## src/rtl/dmem_arbiter.sv

```systemverilog
// Two-port dmem arbiter: CPU (port 0) priority with a bounded wait for port 1,
// access legality screening, and registered one-cycle responses.
module dmem_arbiter #(
  parameter int MAX_WAIT   = 4,
  parameter int ADDR_LIMIT = 256
) (
  input  logic        clk,
  input  logic        reset,
  input  logic        req0,
  input  logic        req1,
  input  logic [1:0]  mw0,
  input  logic [1:0]  mw1,
  input  logic [2:0]  sl0,
  input  logic [2:0]  sl1,
  input  logic [31:0] addr0,
  input  logic [31:0] addr1,
  input  logic [31:0] wdata0,
  input  logic [31:0] wdata1,
  output logic        gnt0,
  output logic        gnt1,
  output logic        rvalid0,
  output logic        rvalid1,
  output logic [31:0] rdata0,
  output logic [31:0] rdata1,
  output logic        err0,
  output logic        err1,
  output logic [15:0] conflicts,
  output logic [1:0]  MemWrite,
  output logic [2:0]  SizeLoad,
  output logic [31:0] a,
  output logic [31:0] wd,
  input  logic [31:0] rd
);

  localparam logic [3:0]  MAX_WAIT_W   = 4'(MAX_WAIT);
  localparam logic [31:0] ADDR_LIMIT_W = 32'(ADDR_LIMIT);

  logic [3:0]  wait_cnt_reg;
  logic [15:0] conflicts_reg;
  logic [1:0]  gnt_vec;
  logic        both_req;
  logic        granted;
  logic        is_load;
  logic        illegal;
  logic [1:0]  sel_mw;
  logic [2:0]  sel_sl;
  logic [31:0] sel_addr;
  logic [31:0] sel_wdata;
  logic [31:0] load_data;
  logic        rvalid_reg [2];
  logic [31:0] rdata_reg  [2];
  logic        err_reg    [2];

  assign both_req = req0 && req1;

  // Port 1 wins a conflict only once it has lost MAX_WAIT conflicts in a row.
  always_comb begin
    gnt0 = 1'b0;
    gnt1 = 1'b0;
    if (!reset) begin
      if (both_req) begin
        if (wait_cnt_reg >= MAX_WAIT_W) gnt1 = 1'b1;
        else                            gnt0 = 1'b1;
      end else begin
        gnt0 = req0;
        gnt1 = req1;
      end
    end
  end

  assign gnt_vec   = {gnt1, gnt0};
  assign granted   = gnt0 || gnt1;
  assign sel_mw    = gnt1 ? mw1    : mw0;
  assign sel_sl    = gnt1 ? sl1    : sl0;
  assign sel_addr  = gnt1 ? addr1  : addr0;
  assign sel_wdata = gnt1 ? wdata1 : wdata0;
  assign is_load   = (sel_mw == 2'b00);

  always_comb begin
    illegal = (sel_addr >= ADDR_LIMIT_W);
    case (sel_mw)
      2'b00: begin
        case (sel_sl)
          3'b000:         if (sel_addr[1:0] != 2'b00) illegal = 1'b1;
          3'b001, 3'b101: if (sel_addr[0]) illegal = 1'b1;
          3'b010, 3'b011: ;
          default:        illegal = 1'b1;
        endcase
      end
      2'b01:   if (sel_addr[1:0] != 2'b00) illegal = 1'b1;
      2'b10:   if (sel_addr[0]) illegal = 1'b1;
      default: ;
    endcase
  end

  // Suppressed accesses present a fully idle bus so dmem sees nothing.
  always_comb begin
    MemWrite = 2'b00;
    SizeLoad = 3'b000;
    a        = 32'd0;
    wd       = 32'd0;
    if (granted && !illegal) begin
      MemWrite = sel_mw;
      SizeLoad = is_load ? sel_sl : 3'b000;
      a        = sel_addr;
      wd       = sel_wdata;
    end
  end

  assign load_data = (is_load && !illegal) ? rd : 32'd0;

  generate
    for (genvar gi = 0; gi < 2; gi++) begin : g_resp
      always_ff @(posedge clk) begin
        if (reset) begin
          rvalid_reg[gi] <= 1'b0;
          rdata_reg[gi]  <= 32'd0;
          err_reg[gi]    <= 1'b0;
        end else begin
          rvalid_reg[gi] <= gnt_vec[gi];
          if (gnt_vec[gi]) begin
            rdata_reg[gi] <= load_data;
            err_reg[gi]   <= illegal;
          end
        end
      end
    end
  endgenerate

  always_ff @(posedge clk) begin
    if (reset) begin
      wait_cnt_reg  <= 4'd0;
      conflicts_reg <= 16'd0;
    end else begin
      if (both_req && conflicts_reg != 16'hFFFF)
        conflicts_reg <= conflicts_reg + 16'd1;
      if (!both_req || gnt1) wait_cnt_reg <= 4'd0;
      else                   wait_cnt_reg <= wait_cnt_reg + 4'd1;
    end
  end

  assign rvalid0   = rvalid_reg[0];
  assign rvalid1   = rvalid_reg[1];
  assign rdata0    = rdata_reg[0];
  assign rdata1    = rdata_reg[1];
  assign err0      = err_reg[0];
  assign err1      = err_reg[1];
  assign conflicts = conflicts_reg;

endmodule

```

## config.mk

```make
export PLATFORM = sky130hd
export DESIGN_NAME = dmem_arbiter
export DESIGN_NICKNAME = d
export VERILOG_FILES = /design/src/rtl/dmem_arbiter.sv
export SDC_FILE = /design/constraint.sdc
export NUM_CORES = 1
export LEC_CHECK = 0
export ABC_AREA = 1
export BUFFER_PORTS_ARGS = -buffer_cell sky130_fd_sc_hd__buf_4
export CORE_AREA = 2 2 130 132
export CTS_CLUSTER_DIAMETER = 80
export CTS_CLUSTER_SIZE = 10
export DETAILED_ROUTE_END_ITERATION = 12
export DIE_AREA = 0 0 132 134
export PLACE_DENSITY_LB_ADDON = 0.25
export SETUP_SLACK_MARGIN = 0.05
export SLEW_MARGIN = 25
export SYNTH_ARGS = -nofsm -noshare
export SYNTH_HDL_FRONTEND = slang
export SYNTH_SLANG_ARGS = --single-unit
```

## constraint.sdc

```tcl
create_clock -name clk -period 3.1 [get_ports clk]
set_input_delay 0.465 -clock clk [delete_from_list [all_inputs] [get_ports clk]]
set_output_delay 0.465 -clock clk [all_outputs]
set_load 0.005 [all_outputs]
```

==> summary.md, run 1 <==
| Metric | Value |
|---|---|
| DRC | `0` |
| Required @ worst endpoint | `2.63 ns` |
| Vias in the first global route | `4,742` |
| Hold crit path type | `reg2reg` |
| Clock Path Buffers | `2` |
| Synthesis-to-layout area growth | `63.6%` |
| Die footprint | `17,700 µm²` |
| Commonest non-fill, non-tap cells in the layout | `buf_4 (330), nor2_1 (98), nand2_1 (91)` |
| #FFs+latches synth | `88` |
| Worst-skew pair later-pin latency | `0.34 ns` |
| Post-synthesis instance total | `575` |
| Total number of vias | `5,218` |
| R2R cell count | `13` |
| Outcome | `finished clean` |
| Post-synth top area share | `39.0%` |
| Total Routing Usage GR | `18.7%` |
| H-tree depth | `3` |
| Design area | `8320 µm²` |
| Post-route ant nets | `0` |
| PortBufs | `304` |
| Layout cells sized above 1 | `47.5%` |
| Worst Skew | `0.00259 ns` |
| I/O pins | `329` |
| Die height | `134 µm` |
| Final worst slack | `0.0140 ns` |
| Dpl cell area | `7530 µm²` |
| Fmax | `0.324 GHz` |
| Area of the multi-input gates | `2390 µm²` |
| Post-synthesis sequential area ratio | `47.6%` |
| Sequential power share | `43.5%` |
| Hold_sp | `wait_cnt_reg[0]` |
| Critical Path End Type | `output port` |
| Core area | `16,300 µm²` |
| Iter 0 DRT Violations | `278` |
| Initial antenna violation count | `0` |
| Max cap viols | `0` |
| Power per Cell Area | `368 nW/µm²` |
| Routed WL | `17.9 mm` |
| Row count | `47` |
| Drt wl/cell | `15.9 µm` |
| Wl on met1 | `7.51 mm` |
| FF/Latch Area | `2420 µm²` |
| VDD IR-drop max | `0.329 mV` |
| Nets | `1,081` |
| Net switching power | `749 µW` |
| Die width | `132 µm` |
| Leakage | `3.99 nW` |
| Final setup viols | `0` |
| Hold EP | `wait_cnt_reg[0]` |
| Slew Viols, Final | `0` |
| Post-synth EDFFs | `66` |
| Worst-path fanout max | `8` |
| Grt ovf | `0` |
| CP Class | `reg2out` |
| Final hold violation count | `0` |
| Logic pwr share | `18.4%` |
| Fin crit share | `99.5%` |
| DP Worst Slack | `0.0242 ns` |
| Clock Pin Slew Worst Setup and Hold Paths | `0.06 ns` |
| CTS tree | `done` |
| Data arrival, critical path | `2.62 ns` |
| Post-Syn Area | `5080 µm²` |
| Worst hold path stage count | `1` |
| Synth area leaders | `edfxtp_1 (39%), dfxtp_1 (8.7%), mux2i_1 (7.7%), nor2_1 (7.5%), nand2_1 (7.2%)` |
| Worst reg2reg path endpoint | `rdata_reg[0][12]` |
| Final non-filler cell total | `1,130` |
| Syn_area_per_cell | `8.84 µm²` |
| Diode count | `0` |
| Number of fill cells | `1,553` |
| Switching part of the total | `24.5%` |
| Tmin final | `3.09 ns` |
| Num CTS Buffers | `9` |
| Worst reg2reg setup slack | `0.69 ns` |
| Total power | `3.06 mW` |
| Largest net degree at the start of global routing | `34` |
| Via density | `4.62` |
| Routed wl met3 | `1.28 mm` |
| 1st-pass router iterations | `4` |
| Max reg flops | `64` |
| Clock Power Share | `38.1%` |
| Yosys warns | `0` |
| Crit start category | `flip-flop` |
| Crit Reg-Reg Startpoint | `wait_cnt_reg[3]` |
| Hold_buf cts | `0` |
| RD Place Congestion | `0.824` |
| Metal2 WL | `8.83 mm` |
| FFs w/ async S/R, synth | `0%` |
| Placed cell count | `1,085` |
| Top sig layer | `met4` |
| Root buffer cell | `clkbuf_16` |
| Cell taking the most area after synthesis | `edfxtp_1` |
| Internal Dissipation | `2.31 mW` |
| Initial Utilization | `31.2%` |
| Post-synth cell types | `34` |
| Post-DP HPWL | `12.9 mm` |
| RSZ-0062 raised after global routing | `true` |
| Sink Count | `88` |
| First-pass GRT wire length | `26.0 mm` |
| Most common cell after layout, fill and taps aside | `buf_4` |
| Most common flop cell mapped by yosys | `edfxtp_1` |
## timing repair
item,4_1_cts,5_1_grt
buffers inserted,13,11
pin swaps,3,8
gates cloned,2,3
gates resized for setup,6,41
endpoints found under the setup margin,45,45
## cells by family after synthesis
group	count (synthesis)	share of synthesized area, %
adder cells (fa/ha/maj)	2	0.492
multiplexers	39	7.68
buffers and inverters	91	9.89
flip-flops	88	47.6
AND/OR/NAND/NOR	319	30.5
other	1	0.0738
AO/OA/AOI/OAI	33	3.37
XOR/XNOR	2	0.345
## critical path: stages, from the launching register on
cell	delay (ns)
dfxtp_2	0.34
nor2_4	0.12
nand2_4	0.13
nand3_4	0.19
inv_6	0.07
buf_4	0.14
nand2_1	0.05
nand2_1	0.04
nor2_1	0.12
nand3_1	0.13
nor2_4	0.16
nand3_2	0.11
nand2_4	0.10
nand2_8	0.06
buf_12	0.14
buf_12	0.14
nor2_4	0.10
buf_6	0.10
## how the worst max path moves through the flow
stage	startpoint	to	slack, ns
2_1_floorplan	req0	MemWrite[0]	0.67
3_3_place_gp	reset	SizeLoad[1]	0.01
3_5_place_dp	req0	wd[27]	0.02
4_1_cts	wait_cnt_reg[2]	wd[21]	0.05
5_1_grt	wait_cnt_reg[3]	MemWrite[0]	-0.14
6_report	wait_cnt_reg[3]	wd[21]	0.01
## area by class of cell
type	instances	area share (%)
Multi-Input combinational cell	423	28.8
Timing Repair Buffer	350	33.4
Sequential cell	88	29.2
Clock inverter	7	1.14
Inverter	33	1.55
Clock buffer	9	2.71
Tap cell	220	3.31
## power by group through the flow
stage	clock network, mW	registers [mW]	logic (mW)
4_1_cts	1.20	1.33	0.538
5_1_grt	1.24	1.33	0.607
3_5_place_dp	0	1.36	0.519
3_3_place_gp	0	1.35	0.523
6_report	1.16	1.33	0.562
2_1_floorplan	0	1.36	0.221
## per-stage QoR
stage	utilization (%)	setup TNS, ns	hold slack, ns
after floorplan	-	0	0.399
after global placement	46.3	0	0.409
after detailed placement	46.3	0	0.427
after CTS	49.2	0	0.425
after global routing	51.0	-4.68	0.440
final	51.0	0	0.430
## Yosys cell counts, types with 11 or more instances
cell type,instances
a21oi_1,13
buf_4,25
clkbuf_1,19
dfxtp_1,22
edfxtp_1,66
inv_1,29
mux2i_1,39
nand2_1,98
nand4_1,56
nor2_1,102
nor2_2,29
nor2_4,11
o21ai_0,13
## layer usage
| layer | track usage, % | vias up |
|---|---|---|
| met4 | 5.50 | 0 |
| met2 | 31.5 | 240 |
| met3 | 4.27 | 18 |
| met5 | 0 | - |
| met1 | 24.1 | 2388 |
| li1 | - | 2572 |
Note: power is estimated with default switching activity, not from simulation.
==> inputs of run 2 (changes only) <==
--- a/config.mk
+++ b/config.mk
@@ -5,13 +5,12 @@
 export SDC_FILE = /design/constraint.sdc
 export NUM_CORES = 1
 export LEC_CHECK = 0
-export ABC_AREA = 1
 export BUFFER_PORTS_ARGS = -buffer_cell sky130_fd_sc_hd__buf_4
-export CORE_AREA = 2 2 130 132
+export CORE_AREA = 2 2 129 131
 export CTS_CLUSTER_DIAMETER = 80
 export CTS_CLUSTER_SIZE = 10
 export DETAILED_ROUTE_END_ITERATION = 12
-export DIE_AREA = 0 0 132 134
+export DIE_AREA = 0 0 131 133
 export PLACE_DENSITY_LB_ADDON = 0.25
 export SETUP_SLACK_MARGIN = 0.05
 export SLEW_MARGIN = 25
==> constraint.sdc (replaced) <==
create_clock -name clk -period 3.09 [get_ports clk]
set_input_delay 0.4635 -clock clk [delete_from_list [all_inputs] [get_ports clk]]
set_output_delay 0.4635 -clock clk [all_outputs]
set_load 0.005 [all_outputs]
==> run 2 against run 1 <==
  * Area after synthesis decreased by 12%
  * Largest power group unchanged
  * Largest cell class is now registers
  * Critical path type unchanged
  * Worst hold slack got worse by 0.025 ns
  * Total power decreased by 9.8%
==> summary.md, run 2 <==
| Metric | Value |
|---|---|
| Synth top cells by count | `edfxtp_1 (66), nor2_1 (65), a22oi_1 (45), and3_1 (36), and2_1 (33)` |
| Worst-skew pair later-pin latency | `0.34 ns (about the same)` |
| DP Worst Slack | `0.214 ns (+0.189 ns)` |
| Critical Path End Type | `output port` |
| Vias in the first global route | `4,285 (-9.6%)` |
| Outcome | `finished clean` |
| CP delay by family, top | `simple AND/OR/NAND/NOR gates` |
| PortBufs | `304 (unchanged)` |
| Post-synthesis instance total | `427 (-26%)` |
| Post-synth EDFFs | `66 (unchanged)` |
| Most common cell after layout, fill and taps aside | `buf_4` |
| Synth Area in Adders | `0.556% (+0.064 points)` |
| R2R cell count | `7 (-6)` |
| Clock Pin Slew Worst Setup and Hold Paths | `0.06 ns (about the same)` |
| Num CTS Buffers | `9 (unchanged)` |
| Slew @ Worst Pin | `0.910 ns` |
| Initial Utilization | `27.8% (-3.4 points)` |
| Total number of vias | `4,421 (-15%)` |
| Post-Syn Area | `4500 µm² (-12%)` |
| Final worst slack | `0.248 ns (+0.234 ns)` |
| Most common flop cell mapped by yosys | `edfxtp_1` |
| Data arrival, critical path | `2.38 ns (-0.24 ns)` |
| RD Place Congestion | `0.836 (+1.5%)` |
| Worst-path fanout max | `43 (+35)` |
| Post-synthesis sequential area ratio | `53.9% (+6.2 points)` |
| Via density | `4.65 (+0.67%)` |
| Iter 0 DRT Violations | `241 (-13%)` |
| #FFs+latches synth | `88 (unchanged)` |
| Sink Count | `88 (unchanged)` |
| Number of fill cells | `1,590 (+2.4%)` |
| Die footprint | `17,400 µm² (-1.5%)` |
| Syn_area_per_cell | `10.5 µm² (+19%)` |
| Fmax | `0.352 GHz` |
| Nets | `901 (-17%)` |
| I/O pins | `329 (unchanged)` |
| DRC | `0 (unchanged)` |
| VDD IR-drop max | `0.291 mV (-11%)` |
| Routed WL | `15.4 mm (-14%)` |
| Ordered cell list for the critical path | `or3b_4, nand2_4, inv_2, o32ai_2, o31ai_4, buf_4, nor2_1, buf_4` |
| Hold EP | `rdata_reg[1][20]` |
| CP Class | `reg2out` |
| CTS tree | `done` |
| Clock Path Buffers | `2 (unchanged)` |
| Final worst hold slack | `0.405 ns (-0.0255 ns)` |
| 1st-pass router iterations | `5 (+1)` |
| Worst slew margin relative to its limit | `39.3%` |
| Worst hold path stage count | `2 (+1)` |
| First-pass GRT wire length | `22.8 mm (-12%)` |
| Required @ worst endpoint | `2.63 ns (about the same)` |
| Hold_sp | `rd[20]` |
| Tmin final | `2.84 ns` |
| Root buffer cell | `clkbuf_16` |
| Setup TNS | `0 ns (unchanged)` |
| Worst reg2reg path endpoint | `rdata_reg[1][7]` |
| Core area | `16,200 µm² (-0.72%)` |
| Post-synth cell types | `42 (+24%)` |
| Die height | `133 µm (-0.75%)` |
| Synthesis-to-layout area growth | `60.8%` |
| Hold crit path type | `in2reg` |
| Yosys warns | `0 (unchanged)` |
| FFs w/ async S/R, synth | `0% (unchanged)` |
| Largest net degree at the start of global routing | `50 (+47%)` |
| Max reg flops | `64 (unchanged)` |
| Largest family of logic cells by synthesized area | `simple AND/OR/NAND/NOR gates` |
| Layout cells sized above 1 | `46.8% (-0.62 points)` |
| Worst reg2reg setup slack | `0.86 ns (+0.17 ns)` |
| Max cap viols | `0 (unchanged)` |
| Largest stage delay, worst path | `0.41 ns (+0.07 ns)` |
| Post-Synth Simple-Gate Area | `23.8% (-6.7 points)` |
| Final setup viols | `0 (unchanged)` |
| Complex-gate fraction of the synthesized area | `11.1% (+7.8 points)` |
| Most numerous cell on the critical path | `buf_4` |
| Crit Reg-Reg Startpoint | `wait_cnt_reg[2]` |
| Top-count cell post-synth | `edfxtp_1` |
| Fin crit share | `92.0%` |
| Drt wl/cell | `16.2 µm (+2.0%)` |
| Crit start category | `flip-flop` |
| Row count | `47 (unchanged)` |
| Slew Viols, Final | `0 (unchanged)` |
| Power per Cell Area | `381 nW/µm² (+3.7%)` |
| Xor-xnor portion of the synthesized cell area | `2.92% (+2.6 points)` |
| RSZ-0062 raised after global routing | `false` |
| Post-synth top area share | `44.1% (+5.1 points)` |
| CP max stage cell | `or3b_4` |
| Post-DP HPWL | `11.8 mm (-8.6%)` |
| Initial antenna violation count | `1 (+1)` |
| Crit path buf inv count | `3 (-2)` |
| Post-synthesis mux area share | `1.14% (-6.5 points)` |
| Commonest non-fill, non-tap cells in the layout | `buf_4 (312), edfxtp_1 (66), nor2_1 (64)` |
| Cell taking the most area after synthesis | `edfxtp_1` |
| Synth area leaders | `edfxtp_1 (44%), dfxtp_1 (9.8%), a22oi_1 (7.5%), nor2_1 (5.4%), and3_1 (5.0%)` |
| Leakage | `3.31 nW (-17%)` |
| Post-route ant nets | `0 (unchanged)` |
| Total Routing Usage GR | `16.9% (-1.8 points)` |
| Grt ovf | `0 (unchanged)` |
| Final hold violation count | `0 (unchanged)` |
| H-tree depth | `3 (unchanged)` |
| Worst Skew | `0.00428 ns (+0.00169 ns)` |
| Die width | `131 µm (-0.76%)` |
-- run 2: changes by cell type after synthesis, moves of 10 or more --
| cell | before | now |
|---|---|---|
| a21oi_1 | 13 | 3 |
| nor2_1 | 102 | 65 |
| nor4_1 | 1 | 17 |
| nand2_1 | 98 | 10 |
| and2_1 | 0 | 33 |
| nor2_4 | 11 | 0 |
| mux2i_1 | 39 | 4 |
| nor2_2 | 29 | 0 |
| nand4_1 | 56 | 7 |
| a22oi_1 | 0 | 45 |
| inv_1 | 29 | 2 |
| and3_1 | 1 | 36 |
-- run 2: worst register-to-register path: stages (launching register included) --
cell and delay, ns:
dfxtp_1 0.34, or3b_4 0.41, nand2_4 0.14, inv_2 0.07, a211o_4 0.29, a2111oi_4 0.30
buf_4 0.35, and2_1 0.20
-- run 2: what timing repair did --
item	in CTS	in global routing
endpoints found under the setup margin	0	42
resized for setup	0	1
setup buffers	0	0
hold buffers	0	0
-- run 2: how the worst max path moves through the flow --
stage | from | endpoint | slack (ns) | cells after the start
final | wait_cnt_reg[2] | a[5] | 0.25 | 8
after global placement | req0 | wd[31] | 0.32 | 9
after CTS | wait_cnt_reg[3] | MemWrite[1] | 0.09 | 8
after detailed placement | req0 | wd[24] | 0.21 | 9
after global routing | wait_cnt_reg[2] | a[5] | 0.12 | 8
after floorplan | addr0[1] | SizeLoad[0] | 0.64 | 6
-- run 2: layer usage --
layer	GRT usage, %	routed length [µm]
met5	0	0
met4	4.85	215
met3	4.89	1350
met2	28.7	7630
met1	20.7	6180
-- run 2: kinds of logic after synthesis --
logic type | after synthesis
and+or+nand+nor | 201
DFF | 88
AOI/OAI and AO/OA | 63
buffers and inverters | 52
xor gates and xnor gates | 15
muxes | 5
adders and majority gates | 2
other | 1
-- run 2: area by class of cell --
cell class                      count  area, µm²  share of cell area [%]
Antenna cell                        1       2.50                  0.0346
Clock buffer                        9        225                    3.11
Sequential cell                    88       2420                    33.5
Multi-Input combinational cell    311       1900                    26.3
Inverter                            3       11.3                   0.156
Clock inverter                      7       56.3                   0.778
Timing Repair Buffer              312       2340                    32.4
Tap cell                          220        275                    3.80
-- run 2: where the power goes --
group,leakage (nW),total (mW),internal [mW],switching (mW)
logic,2.28,0.401,0.233,0.167
registers,0.896,1.34,1.32,0.0180
clock network,0.130,1.02,0.553,0.469
total,3.31,2.76,2.10,0.654
-- run 2: through the flow --
| step | cells | cell area, µm² | power [mW] | util, % |
|---|---|---|---|---|
| floorplan | 451 | 4590 | 1.49 | - |
| global placement | 934 | 6940 | 1.76 | 42.9 |
| detailed placement | 934 | 6940 | 1.77 | 42.9 |
| CTS | 950 | 7220 | 2.80 | 44.7 |
| global route | 950 | 7230 | 2.89 | 44.7 |
| finish | 951 | 7230 | 2.76 | 44.7 |
==> inputs of run 3 (changes only) <==
--- a/config.mk
+++ b/config.mk
@@ -6,11 +6,11 @@
 export NUM_CORES = 1
 export LEC_CHECK = 0
 export BUFFER_PORTS_ARGS = -buffer_cell sky130_fd_sc_hd__buf_4
-export CORE_AREA = 2 2 129 131
+export CORE_AREA = 2 2 128 130
 export CTS_CLUSTER_DIAMETER = 80
 export CTS_CLUSTER_SIZE = 10
 export DETAILED_ROUTE_END_ITERATION = 12
-export DIE_AREA = 0 0 131 133
+export DIE_AREA = 0 0 130 132
 export PLACE_DENSITY_LB_ADDON = 0.25
 export SETUP_SLACK_MARGIN = 0.05
 export SLEW_MARGIN = 25
==> constraint.sdc (replaced) <==
create_clock -name clk -period 3.55 [get_ports clk]
set_input_delay 0.5325 -clock clk [delete_from_list [all_inputs] [get_ports clk]]
set_output_delay 0.5325 -clock clk [all_outputs]
set_load 0.005 [all_outputs]
==> run 3 against run 2 <==
  * Die area is 1.5% lower
  * Clock-buffer cell count up 2
  * Critical path depth is the same
  * Final area about the same
  * Sequential power decreased by 13%
==> summary.md, run 3 (synthesis results as in run 2) <==
| Metric | Value |
|---|---|
| Max cap viols | `0 (unchanged)` |
| Die height | `132 µm (-0.75%)` |
| VDD IR-drop max | `0.208 mV (-29%)` |
| Vias in the first global route | `4,333 (+1.1%)` |
| H-tree depth | `3 (unchanged)` |
| 1st-pass router iterations | `6 (+1)` |
| Final setup viols | `0 (unchanged)` |
| Row count | `46 (-2.1%)` |
| Critical Path End Type | `output port` |
| Total Routing Usage GR | `17.4% (+0.51 points)` |
| Post-DP HPWL | `12.0 mm (+2.2%)` |
| Nets | `901 (unchanged)` |
| Largest stage delay, worst path | `0.51 ns (+0.10 ns)` |
| Most numerous cell on the critical path | `buf_4` |
| Root buffer cell | `clkbuf_16` |
| Outcome | `finished clean` |
| Worst slew margin relative to its limit | `42.6% (+3.3 points)` |
| Initial Utilization | `28.6% (+0.81 points)` |
| Final non-filler cell total | `946 (-0.53%)` |
| Power per Cell Area | `336 nW/µm² (-12%)` |
| RD Place Congestion | `0.884 (+5.7%)` |
| Grt ovf | `0 (unchanged)` |
| Via density | `4.68 (+0.76%)` |
| Worst-path fanout max | `23 (-47%)` |
| Hold_buf cts | `0 (unchanged)` |
| Hold crit path type | `reg2reg` |
| CP max stage cell | `o32ai_1` |
| Commonest non-fill, non-tap cells in the layout | `buf_4 (312), edfxtp_1 (66), nor2_1 (64)` |
| Most common cell after layout, fill and taps aside | `buf_4` |
| Ordered cell list for the critical path | `or3b_4, nand2_4, inv_2, o32ai_1, o31ai_4, buf_4, nor2_1, buf_4` |
| Worst Skew | `0.00676 ns (+0.00249 ns)` |
| Final hold violation count | `0 (unchanged)` |
| PortBufs | `304 (unchanged)` |
| Leakage | `3.32 nW (+0.37%)` |
| DRC | `0 (unchanged)` |
| Max reg flops | `64 (unchanged)` |
| Crit start category | `flip-flop` |
| Tmin final | `3.27 ns` |
| First-pass GRT wire length | `23.1 mm (+1.3%)` |
| Drt wl/cell | `16.4 µm (+1.5%)` |
| Fmax | `0.306 GHz` |
| Clock Path Buffers | `2 (unchanged)` |
| CP Class | `reg2out` |
| Clock Pin Slew Worst Setup and Hold Paths | `0.07 ns (about the same)` |
| Worst-skew pair later-pin latency | `0.34 ns (about the same)` |
| Sink Count | `88 (unchanged)` |
| Synthesis-to-layout area growth | `60.7% (about the same)` |
| Die width | `130 µm (-0.76%)` |
| Die footprint | `17,200 µm² (-1.5%)` |
| Routed WL | `15.5 mm (+0.93%)` |
| Num CTS Buffers | `9 (unchanged)` |
| RSZ-0062 raised after global routing | `false` |
| Total number of vias | `4,431 (+0.23%)` |
| Slew Viols, Final | `0 (unchanged)` |
| I/O pins | `329 (unchanged)` |
| Largest net degree at the start of global routing | `56 (+12%)` |
| Iter 0 DRT Violations | `189 (-22%)` |
| Placed cell count | `930 (-0.43%)` |
| Layout cells sized above 1 | `46.7% (-0.14 points)` |
| Post-route ant nets | `0 (unchanged)` |
| Initial antenna violation count | `0 (-1)` |
| Number of fill cells | `1,531 (-3.7%)` |
| Slew @ Worst Pin | `0.861 ns (-0.0490 ns)` |
| Diode count | `0 (-1)` |
| Post-CTS Setup Repair Bufs | `0 (unchanged)` |
| Core area | `15,700 µm² (-2.8%)` |
| Data arrival, critical path | `2.73 ns (+0.35 ns)` |
| Required @ worst endpoint | `3.02 ns (+0.39 ns)` |
| CTS tree | `done` |
| CTS resizes | `0 (unchanged)` |
| Setup TNS | `0 ns (unchanged)` |
| Fin crit share | `92.0%` |
[run 3: cell count changes in the layout (fill, tap and decap cells not counted)]
cell,previous run,this run
clkbuf_8,0,2
o32ai_2,1,0
clkinvlp_4,3,1
diode_2,1,0
o32ai_1,0,1
inv_8,1,0
inv_6,1,2
[run 3: worst paths after layout]
check                       start              end  slack, ns  cells after the start
hold / removal    wait_cnt_reg[0]  wait_cnt_reg[0]       0.45                      1
setup reg to reg  wait_cnt_reg[3]       err_reg[0]       1.03                      7
setup / recovery  wait_cnt_reg[3]            wd[3]       0.28                      8
hold reg to reg   wait_cnt_reg[0]  wait_cnt_reg[0]       0.45                      1
[run 3: final cells by class]
class | instances | area (µm²) | area share [%]
inverters | 3 | 11.3 | 0.156
flip-flops and latches | 88 | 2420 | 33.5
well taps | 216 | 270 | 3.74
clock buffers | 11 | 253 | 3.50
multi-input cells | 311 | 1890 | 26.2
clock inverters | 5 | 38.8 | 0.537
repair buffers | 312 | 2340 | 32.4
[run 3: worst max-delay path: cells and delay by family (launching register included)]
family / cells / cell delay [ns]
compound gates: 2 / 0.84
flops: 1 / 0.33
simple gates: 3 / 0.72
buf+inv: 3 / 0.49
[run 3: where the power goes]
group	total (mW)	leakage, nW	switching (mW)	internal (mW)
logic	0.348	2.28	0.145	0.203
clock network	0.919	0.143	0.401	0.517
registers	1.16	0.896	0.0150	1.15
total	2.43	3.32	0.561	1.87
[run 3: layer usage]
metal  global-route usage (%)  vias up  wire length [µm]
met5                        0        -                 0
met4                     5.14        0               243
met3                     4.50       25              1180
met2                     30.2      225              7950
met1                     21.2     2078              6140
li1                         -     2103                 -
[run 3: stage by stage]
step                      power (mW)  setup slack [ns]  util (%)  hold slack (ns)  instance area, µm²
final                           2.43             0.283      46.0            0.445                7230
after global routing            2.52            0.0970      46.0            0.458                7230
after CTS                       2.47             0.261      46.0            0.451                7230
after floorplan                 1.30             0.957         -            0.397                4590
after global placement          1.53             0.450      44.2            0.405                6940
after detailed placement        1.54             0.350      44.2            0.442                6940
